===== src/rtl/pipe_ctrl_pkg.sv =====
// Shared types and constants for the pipeline stall/bubble controller.
package pipe_ctrl_pkg;

  typedef enum logic [1:0] {
    ST_RUN      = 2'd0,
    ST_MEM_WAIT = 2'd1
  } ctrl_state_t;

  localparam logic [4:0] REG_ZERO        = 5'd0;
  localparam int         DEF_MD_LATENCY  = 8;
  localparam int         DEF_MEM_TIMEOUT = 64;
  localparam int         MD_CNT_W        = 5;
  localparam int         WAIT_CNT_W      = 8;

  typedef struct packed {
    logic pc_stall;
    logic ifid_stall;
    logic ifid_bubble;
    logic idex_stall;
    logic idex_bubble;
    logic exmem_stall;
    logic exmem_bubble;
    logic memwb_stall;
    logic memwb_bubble;
  } stage_ctrl_t;

  // A source register only creates a dependency when the instruction actually reads it.
  function automatic logic reg_hit(input logic uses, input logic [4:0] src, input logic [4:0] dst);
    return uses && (src == dst);
  endfunction

endpackage


===== src/rtl/md_busy_counter.sv =====
// Busy-window counter for a multi-cycle arithmetic unit: loads on an accepted start,
// then counts down to zero; busy while nonzero.
module md_busy_counter
  import pipe_ctrl_pkg::*;
#(
  parameter int LATENCY = DEF_MD_LATENCY
) (
  input  logic clk,
  input  logic nrst,
  input  logic start,
  output logic busy
);

  localparam logic [MD_CNT_W-1:0] LOAD_VAL = MD_CNT_W'(LATENCY);
  localparam logic [MD_CNT_W-1:0] CNT_ONE  = MD_CNT_W'(1);

  logic [MD_CNT_W-1:0] count;

  always_ff @(posedge clk or negedge nrst) begin
    if (!nrst) begin
      count <= '0;
    end else if (start) begin
      count <= LOAD_VAL;
    end else if (count != '0) begin
      count <= count - CNT_ONE;
    end
  end

  assign busy = (count != '0);

endmodule


===== src/rtl/pipe_hazard_ctrl.sv =====
// Central stall/bubble controller for the 5-stage pipeline.
// Optional performance counters are built when HAZ_PERF_CNT_EN is defined.
module pipe_hazard_ctrl
  import pipe_ctrl_pkg::*;
#(
  parameter int MD_LATENCY  = DEF_MD_LATENCY,
  parameter int MEM_TIMEOUT = DEF_MEM_TIMEOUT
) (
  input  logic        clk,
  input  logic        nrst,
  input  logic [4:0]  i_id_rs,
  input  logic [4:0]  i_id_rt,
  input  logic        i_id_uses_rs,
  input  logic        i_id_uses_rt,
  input  logic        i_id_md_start,
  input  logic        i_id_md_read,
  input  logic        i_ex_memread,
  input  logic [4:0]  i_ex_rd,
  input  logic        i_ex_branch_taken,
  input  logic        i_mem_req,
  input  logic        i_mem_ready,
  output logic        o_pc_stall,
  output logic        o_ifid_stall,
  output logic        o_ifid_bubble,
  output logic        o_idex_stall,
  output logic        o_idex_bubble,
  output logic        o_exmem_stall,
  output logic        o_exmem_bubble,
  output logic        o_memwb_stall,
  output logic        o_memwb_bubble,
  output logic        o_md_busy,
  output logic        o_mem_timeout,
  output logic [1:0]  o_state,
  output logic [31:0] o_perf_stall_cycles,
  output logic [31:0] o_perf_flushes
);

  localparam logic [WAIT_CNT_W-1:0] TIMEOUT_VAL = WAIT_CNT_W'(MEM_TIMEOUT);
  localparam logic [WAIT_CNT_W-1:0] WAIT_ONE    = WAIT_CNT_W'(1);
  localparam logic [WAIT_CNT_W-1:0] WAIT_MAX    = '1;

  ctrl_state_t           state;
  logic [WAIT_CNT_W-1:0] wait_cnt;
  logic [WAIT_CNT_W-1:0] wait_inc;
  logic                  timeout;
  logic                  md_busy;
  logic                  md_accept;
  logic                  load_use;
  logic                  md_hold;
  logic                  mem_hold;
  logic                  mem_stall;
  stage_ctrl_t           ctrl;

  assign load_use = i_ex_memread && (i_ex_rd != REG_ZERO) &&
                    (reg_hit(i_id_uses_rs, i_id_rs, i_ex_rd) ||
                     reg_hit(i_id_uses_rt, i_id_rt, i_ex_rd));
  assign md_hold   = md_busy && (i_id_md_read || i_id_md_start);
  assign mem_hold  = i_mem_req && !i_mem_ready;
  assign mem_stall = mem_hold || ((state == ST_MEM_WAIT) && !i_mem_ready);

  // A memory wait freezes every stage, so a pending branch flush waits for ready.
  always_comb begin
    ctrl = '0;
    if (nrst) begin
      if (mem_stall) begin
        ctrl.pc_stall    = 1'b1;
        ctrl.ifid_stall  = 1'b1;
        ctrl.idex_stall  = 1'b1;
        ctrl.exmem_stall = 1'b1;
        ctrl.memwb_stall = 1'b1;
      end else if (i_ex_branch_taken) begin
        ctrl.ifid_bubble = 1'b1;
        ctrl.idex_bubble = 1'b1;
      end else if (load_use || md_hold) begin
        ctrl.pc_stall    = 1'b1;
        ctrl.ifid_stall  = 1'b1;
        ctrl.idex_bubble = 1'b1;
      end
    end
  end

  assign o_pc_stall     = ctrl.pc_stall;
  assign o_ifid_stall   = ctrl.ifid_stall;
  assign o_ifid_bubble  = ctrl.ifid_bubble;
  assign o_idex_stall   = ctrl.idex_stall;
  assign o_idex_bubble  = ctrl.idex_bubble;
  assign o_exmem_stall  = ctrl.exmem_stall;
  assign o_exmem_bubble = ctrl.exmem_bubble;
  assign o_memwb_stall  = ctrl.memwb_stall;
  assign o_memwb_bubble = ctrl.memwb_bubble;

  assign md_accept = i_id_md_start && !ctrl.pc_stall && !ctrl.idex_bubble;

  md_busy_counter #(
    .LATENCY(MD_LATENCY)
  ) u_md_busy (
    .clk  (clk),
    .nrst (nrst),
    .start(md_accept),
    .busy (md_busy)
  );

  assign o_md_busy = md_busy;
  assign wait_inc  = wait_cnt + WAIT_ONE;

  // Timeout is flagged on the edge that makes wait_cnt reach the limit, so it is
  // visible during the MEM_TIMEOUT-th wait cycle itself.
  always_ff @(posedge clk or negedge nrst) begin
    if (!nrst) begin
      state    <= ST_RUN;
      wait_cnt <= '0;
      timeout  <= 1'b0;
    end else begin
      case (state)
        ST_RUN: begin
          if (mem_hold) begin
            state    <= ST_MEM_WAIT;
            wait_cnt <= WAIT_ONE;
            if (WAIT_ONE == TIMEOUT_VAL) timeout <= 1'b1;
          end
        end
        ST_MEM_WAIT: begin
          if (i_mem_ready) begin
            state    <= ST_RUN;
            wait_cnt <= '0;
          end else if (wait_cnt != WAIT_MAX) begin
            wait_cnt <= wait_inc;
            if (wait_inc == TIMEOUT_VAL) timeout <= 1'b1;
          end
        end
        default: begin
          state    <= ST_RUN;
          wait_cnt <= '0;
        end
      endcase
    end
  end

  assign o_state       = state;
  assign o_mem_timeout = timeout;

`ifdef HAZ_PERF_CNT_EN
  logic [31:0] stall_cycles;
  logic [31:0] flushes;

  always_ff @(posedge clk or negedge nrst) begin
    if (!nrst) begin
      stall_cycles <= '0;
      flushes      <= '0;
    end else begin
      if (ctrl.pc_stall) stall_cycles <= stall_cycles + 32'd1;
      if (i_ex_branch_taken && !mem_stall) flushes <= flushes + 32'd1;
    end
  end

  assign o_perf_stall_cycles = stall_cycles;
  assign o_perf_flushes      = flushes;
`else
  assign o_perf_stall_cycles = '0;
  assign o_perf_flushes      = '0;
`endif

endmodule


===== config.mk =====
export PLATFORM = sky130hd
export DESIGN_NAME = pipe_hazard_ctrl
export DESIGN_NICKNAME = d
export VERILOG_FILES = /design/src/rtl/pipe_ctrl_pkg.sv /design/src/rtl/md_busy_counter.sv /design/src/rtl/pipe_hazard_ctrl.sv
export SDC_FILE = /design/constraint.sdc
export NUM_CORES = 1
export LEC_CHECK = 0
export BUFFER_PORTS_ARGS = -buffer_cell sky130_fd_sc_hd__buf_2
export CAP_MARGIN = 5
export CORE_MARGIN = 2
export CORE_UTILIZATION = 47
export CTS_CLUSTER_SIZE = 16
export DETAILED_ROUTE_END_ITERATION = 16
export GPL_TIMING_DRIVEN = 0
export PLACE_DENSITY_LB_ADDON = 0.15
export SKIP_LAST_GASP = 1
export SYNTH_ARGS = -nofsm -noshare
export SYNTH_HDL_FRONTEND = slang
export SYNTH_SLANG_ARGS = --single-unit

===== constraint.sdc =====
create_clock -name clk -period 3.3 [get_ports clk]
set_input_delay 0.495 -clock clk [delete_from_list [all_inputs] [get_ports clk]]
set_output_delay 0.495 -clock clk [all_outputs]
set_load 0.01 [all_outputs]

# Word level (Yosys, flattened, before mapping)
# Cells that the tools add are included.
# word_totals
regBits	16
inputBits	25
output_inout_bits	77
wordCells	58
# op_classes
n_addsub	2
eq_ne	8
mux	20
bitwise	1
n_reduce_logical	23
# ops
op	n
8-bit two-way mux	3
8-bit case mux with 2 select lines	1
5-bit equality test	2
2-bit two-way mux	5
5-bit two-way mux	2
5-bit nonzero test	2
1-bit logical AND	9
8-bit by 1-bit adder with 8-bit output (second input constant)	1
8-bit by 7-bit equality test with 1-bit output (second input constant)	1
8-bit != test (second input constant)	1
1-bit two-way mux	7
6-bit two-way mux	1
5-bit by 1-bit subtractor with 5-bit output (second input constant)	1
1-bit logical OR	4
2-bit != test (second input constant)	2
2-bit case mux with 2 select lines	1
2-bit AND reduction	2
4-bit AND reduction	1
1-bit zero test	3
3-bit by 2-bit != test with 1-bit output (second input constant)	1
2-bit by 1-bit equality test with 1-bit output (second input constant)	1
2-bit zero test	1
2-bit nonzero test	1
1-bit inverter	1

# Depth between registers and ports, before layout
# Gate-level depths: netlist of the first run.
# depth
depth_word	13
ltp_mapped	8
mapped_depth_nobuf	8

# Hierarchy
# From an unflattened synthesis of the first run, not the netlist that was laid out.
# hier_totals
hier_cells	195
area_unflattened_um2	1636.6
# modules_own_cells
module	n_inst	cells_per_inst	area_each_um2	seq_area_each_um2
pipe_hazard_ctrl	1	171	1376.3	250.2
md_busy_counter	1	24	260.2	125.1

# Worst setup path after synthesis of the first run
# No wires, ideal clock.
# synth_path
kind	input port to output port
from	input i_ex_rd[1]
to	output o_pc_stall
arrival_time_ps	1773
setup_slack_ps	1032
stages	5
n_path_buf	1
cell_sequence	or4_1 -> o21ai_2 -> nor2b_1 -> o311a_1 -> buf_4
# synth_via
elab_chain_len	9
# synth_rtl
element	line_no	rtl
start, declared	pipe_hazard_ctrl.sv:18	input logic [4:0] i_ex_rd,
5-bit equality test	pipe_ctrl_pkg.sv:29	return uses && (src == dst);
1-bit logical AND	pipe_ctrl_pkg.sv:29	
1-bit logical OR	pipe_hazard_ctrl.sv:55	(reg_hit(i_id_uses_rs, i_id_rs, i_ex_rd) ||
1-bit logical AND (*)	pipe_hazard_ctrl.sv:54	assign load_use = i_ex_memread && (i_ex_rd != REG_ZERO) &&
1-bit logical OR (*)	pipe_hazard_ctrl.sv:74	end else if (load_use || md_hold) begin
2-bit two-way mux (*)	pipe_hazard_ctrl.sv:74	
2-bit two-way mux (*)	pipe_hazard_ctrl.sv:71	end else if (i_ex_branch_taken) begin
2-bit two-way mux (*)	pipe_hazard_ctrl.sv:65	if (mem_stall) begin
6-bit two-way mux (*)	pipe_hazard_ctrl.sv:64	if (nrst) begin
end, declared	pipe_hazard_ctrl.sv:22	output logic o_pc_stall,
# Mark *: on every way between the ends. The rest lies on a longest branch, timed or not.

# Final worst setup path of the first run
# Ends and elaborated chain as after synthesis.

==> results of run 1 <==
## cell type report
cell class                 count  area share
multi-input combinational    175       0.450
buffer                        74       0.250
sequential                    15       0.173
timing repair buffer          34      0.0785
tap                           46      0.0265
clock buffer                   3      0.0104
inverter                       5     0.00866
clock inverter                 1     0.00231
## worst paths after layout
kind | start | to | slack, ns | cells after the start
hold / removal | nrst | o_mem_timeout | 0.12 | 1
max in group asynchronous | nrst | wait_cnt[5] | 2.88 | 1
min in group clk | i_mem_ready | wait_cnt[0] | 0.47 | 2
setup / recovery | i_ex_rd[1] | o_pc_stall | 0.77 | 7
hold reg to reg | o_mem_timeout | o_mem_timeout | 0.47 | 1
setup reg to reg | wait_cnt[0] | wait_cnt[3] | 1.38 | 5
## state kept, by name, indices dropped and copies added, names as in the netlist
register,cells
u_md_busy.count,5
wait_cnt,8
o_state,1
o_mem_timeout,1
## cell families after synthesis
| group | Yosys count | synth area share |
|---|---|---|
| AO/OA/AOI/OAI | 34 | 0.143 |
| multiplexers | 1 | 0.00601 |
| other | 1 | 0.00225 |
| buffers and inverters | 79 | 0.337 |
| AND/OR/NAND/NOR | 57 | 0.193 |
| XOR/XNOR | 12 | 0.0631 |
| flip-flops | 15 | 0.225 |
| adder cells (fa/ha/maj) | 4 | 0.0301 |
## routing by layer
layer,track usage,vias up
met5,0,-
met4,0.0489,0
met3,0.0321,2
met2,0.275,51
met1,0.174,611
li1,-,769
## cell usage in the layout, fill, tap and decap left out, drive strengths merged, types with 4 or more instances in the layout
cell type,instances
dfrtp,15
nand4,4
ha,4
inv,4
a31oi,4
buf,106
nand2,13
nor2,11
xnor2,12
nor2b,4
and2,4
conb,67
a21oi,11
and3,7
clkbuf,5
nor3,4
o21ai,4
## through the flow
stage	utilization	worst slack, ns	instance area [sq um]	std cells	hold WS (ns)
4_1_cts	0.645	0.773	2170	353	0.132
3_5_place_dp	0.637	0.774	2140	349	0.452
6_report	0.645	0.772	2170	353	0.119
3_3_place_gp	0.637	0.783	2140	349	0.452
5_1_grt	0.645	0.664	2170	353	0.143
2_1_floorplan	-	1.03	1910	269	0.199
## worst max-delay path, stage by stage
cell and delay [ns]:
buf_2 0.12, or4_1 0.54, o21ai_2 0.17, nor2b_1 0.08, o311a_1 0.36, buf_4 0.14
buf_2 0.13
## power breakdown
part / total [mW] / switching (mW) / leakage (nW) / internal (mW)
combinational: 0.339 / 0.166 / 1.04 / 0.174
clock: 0.109 / 0.0639 / 0.0177 / 0.0450
sequential: 0.282 / 0.0550 / 0.196 / 0.226
total: 0.730 / 0.284 / 1.25 / 0.445
==> flow_metrics.tcl, run 1 <==
set metrics [dict create \
    io-pin-count 102 \
    final.setup_skew_ns 0.00943 \
    dr_wl_met3_microns 220 \
    port_buffers 34 \
    setup_tns_ns 0 \
    avgSynthCellArea_sq_um 8.20 \
    drt_iter0_drc 51 \
    core_area_sq_um 3360 \
    synth_edf_count 0 \
    maxSlewViolCount 0 \
    drc 0 \
    cts_buffer_depth 2 \
    rsz0062_at_grt "false" \
    yosysSeqAreaShare 0.225 \
    synthArstFlopShare 1.00 \
    wl_met2_microns 1600 \
    fillers 304 \
    yosys.area.top_type "buf_4" \
    synth_top_area_share 0.316 \
    max_clock_freq_mhz 396 \
    drt-vias-per-instance 4.06 \
    synth_warnings 0 \
    wl_met1_microns 1250 \
    finalHoldViolCount 0 \
    drive_gt1_frac 0.378 \
    synthMostInstantiatedCell "buf_4" \
    gp_congestion 0.760 \
    multi_input_area_sq_um 976 \
    die_x_microns 63.5 \
    grt_max_degree 21 \
    seq_area_sq_um 375 \
    netlist_instances 203 \
    hpwl_microns 2640 \
    peakVddDrop_v 0.000228 \
    cp.required_ns 2.80 \
    post-route-min-period_ns 2.53 \
    crit_path_end_kind "output pin" \
    diodes 0 \
    crit_path_start_kind "input port" \
    clk_latency_ns 0.29 \
    worstSetupPathType "input port to output pin" \
    cts.clk_slew.worst_paths_ns 0.10 \
    cts_post_setup_buffers_inserted 0 \
    wl_per_cell_microns 8.75 \
    synth_flop_cell "dfrtp_1" \
    yosys-top-cells-area "buf_4 32%, dfrtp_1 23%, xnor2_1 6.3%, a21oi_1 3.3%, ha_1 3.0%" \
    drt-total-wl_microns 3090 \
    ant_nets 0 \
    p_per_area_nw_per_um2 337 \
    crit_path_max_fanout 3 \
    max_cap_viol_count 0 \
    period_share 0.766 \
    grt_pass1_vias 1310 \
    synth_area_sq_um 1670 \
    grt_pass1_wl_microns 5020 \
    cp.arrival_ns 2.03 \
    num-nets-final 337 \
    firstDrtPassIters 4 \
    num_rows 21 \
    grt.total_usage 0.151 \
    htree_num_levels 1 \
    die-area_sq_um 4040 \
    numCtsBuffers 3 \
    top_layer "met4" \
    setup_viol 0 \
    ctsResizeCount 0 \
    antenna_found_initial 0 \
    leakage_nw 1.25 \
    ys_seq_elements 15 \
    syn2layout_area_growth_pct 30.2 \
    clock_sinks 15 \
    hold_path.class "input port to asynchronous set/reset pin" \
    synth_cell_types 44 \
    netlist_top_cells_count "70 x buf_4, 15 x dfrtp_1, 13 x nand2_1, 12 x xnor2_1" \
    fp.dieH_microns 63.5 \
    cts_tree "yes" \
    cts_root_buffer "clkbuf_4" \
    status "completed" \
    p_total_mw 0.730 \
    start_util 0.495 \
    vias 1433 \
    hold_buffers 0 \
    grt-ovfl-total 0 \
]
Note: power is estimated with default switching activity, not from simulation.
==> run 2: changes to the inputs <==
Settings changed: CORE_UTILIZATION 47 to 39.
Clock period 3.3 ns to 2.1 ns, I/O delays scaled along.
==> run 2 against run 1 <==
The run now ends with negative hold slack, negative setup slack left. Power rose by 84%. Sequential power rose by 57%. Worst setup slack got worse by 0.81 ns. Global-route usage fell by 1.5 points. Hold slack got worse by 0.13 ns. Sequential share of layout area fell by 1.3 points. Combinational power rose by 94%. Die area rose by 19%. Final area rose by 8.0%. Critical path depth did not move. Clock-buffer cell count rose by 1. Register-to-register slack got worse by 1.2 ns.
==> flow_metrics.tcl, run 2 (synthesized netlist as in run 1, its figures left out) <==
set metrics [dict create \
    placed_area_sq_um 2150 \
    top_register "wait_cnt" \
    io-pin-count 102 \
    post-route-min-period_ns 2.14 \
    cp.required_ns 1.78 \
    numCtsBuffers 3 \
    maxSlewViolCount 0 \
    port_buffers 34 \
    final_cell_mix "84 x buf_4, 67 x conb_1, 36 x buf_2" \
    ant_nets 0 \
    die-area_sq_um 4810 \
    worstSetupPathType "input port to output pin" \
    slowest_stage "or4_4" \
    num_rows 23 \
    path_delay_family "simple AND/OR/NAND/NOR gates" \
    largestRegisters "wait_cnt x8, u_md_busy.count x5" \
    grt_pass1_vias 1272 \
    fin_area_sq_um 2340 \
    placed_cells_incl_taps 353 \
    clock_sinks 15 \
    die_x_microns 69.3 \
    drt-total-wl_microns 3370 \
    rsz0062_at_grt "true" \
    drt_iter0_drc 95 \
    final_cells 371 \
    cts_tree "yes" \
    setup_tns_ns -0.0379 \
    period_share 1.02 \
    max_clock_freq_mhz 468 \
    peakVddDrop_v 0.000341 \
    diodes 0 \
    max_cap_viol_count 0 \
    vias 1490 \
    hold_path.class "input port to asynchronous set/reset pin" \
    final.setup_skew_ns 0.00346 \
    cts_buffer_depth 2 \
    drc 0 \
    crit_buf_inv 3 \
    syn2layout_area_growth_pct 40.6 \
    grt_max_degree 21 \
    gp_congestion 0.764 \
    cp_cell_sequence "buf_2, or4_4, o21ai_4, nor2b_2, o311a_1, buf_4, buf_2" \
    hpwl_microns 2560 \
    cpMostUsedCell "buf_2" \
    crit_path_max_fanout 3 \
    finalHoldViolCount 15 \
    drt-vias-per-instance 4.02 \
    clk_latency_ns 0.25 \
    firstDrtPassIters 4 \
    fp.dieH_microns 69.3 \
    antenna_found_initial 0 \
    cts.clk_slew.worst_paths_ns 0.06 \
    leakage_nw 1.33 \
    largest_register_ffs 8 \
    num-nets-final 351 \
    grt.total_usage 0.136 \
    whs_ns -0.0128 \
    start_util 0.410 \
    htree_num_levels 1 \
    crit_path_end_kind "output pin" \
    grt-ovfl-total 0 \
    drive_gt1_frac 0.430 \
    final_common_cell "buf_4" \
    cp.arrival_ns 1.82 \
    hold_buffers 0 \
    cts_root_buffer "clkbuf_8" \
    p_per_area_nw_per_um2 574 \
    status "finished with violations" \
    violations "negative hold slack, negative setup slack" \
    wl_per_cell_microns 9.08 \
    final_util 0.577 \
    fin_ws_ns -0.0379 \
    core_area_sq_um 4060 \
    cp_slowest_stage_delay_ns 0.54 \
    crit_path_start_kind "input port" \
    setup_viol 1 \
    grt_pass1_wl_microns 5490 \
]
## run 2: cell types whose count changed in the layout (fill, tap and decap cells not counted), sizes merged
cell	change
clkinv	-2
inv	+1
buf	+14
clkbuf	+1
## run 2: cell type report
type / instances / area (sq um)
well taps: 50 / 62.6
plain buffers: 74 / 543
repair buffers: 48 / 275
fillers: 378 / 1720
multi-input cells: 175 / 1020
inverters: 5 / 18.8
clock buffers: 4 / 45.0
flip-flops and latches: 15 / 375
## run 2: final timing paths
check	from	end	slack (ns)	depth (start not counted)
min in group clk	i_mem_ready	wait_cnt[0]	0.32	2
max reg2reg	u_md_busy.count[0]	u_md_busy.count[1]	0.22	10
max in group asynchronous	nrst	wait_cnt[0]	1.81	1
min reg2reg	o_mem_timeout	o_mem_timeout	0.48	1
min	nrst	wait_cnt[2]	-0.01	1
max	i_ex_rd[4]	o_pc_stall	-0.04	7
## run 2: worst reg2reg max path, stage by stage (launching register included)
cell	delay, ns
dfrtp_1	0.40
inv_2	0.08
ha_4	0.13
nor4b_4	0.24
buf_4	0.16
buf_4	0.11
inv_2	0.06
nor3_4	0.19
nand2_1	0.12
o22ai_4	0.19
a211oi_1	0.08
## run 2: routing by layer
layer,up-vias,global-route usage,share of wire
met3,4,0.0422,0.082
met4,0,0.0327,0.0080
li1,793,-,-
met5,-,0,0
met2,57,0.244,0.51
met1,636,0.157,0.40
## run 2: metrics by stage
stage          setup slack (ns)  total power, mW
4_1_cts                 0.00467             1.31
6_report                -0.0379             1.34
2_1_floorplan             0.192            0.860
5_1_grt                  -0.104             1.45
3_5_place_dp            -0.0559            0.977
3_3_place_gp            -0.0500            0.968
## run 2: repair_timing
| item | 4_1_cts | 5_1_grt |
|---|---|---|
| pin swaps | 4 | 5 |
| setup buffers | 11 | 3 |
| endpoints found under the setup margin | 3 | 10 |
| gates resized for setup | 6 | 6 |
| cloned | 0 | 0 |
## run 2: where the power goes
part	internal (mW)	total [mW]	switching [mW]	leakage, nW
combinational	0.358	0.657	0.299	1.11
clock	0.135	0.242	0.107	0.0228
sequential	0.357	0.444	0.0872	0.196
total	0.849	1.34	0.494	1.33
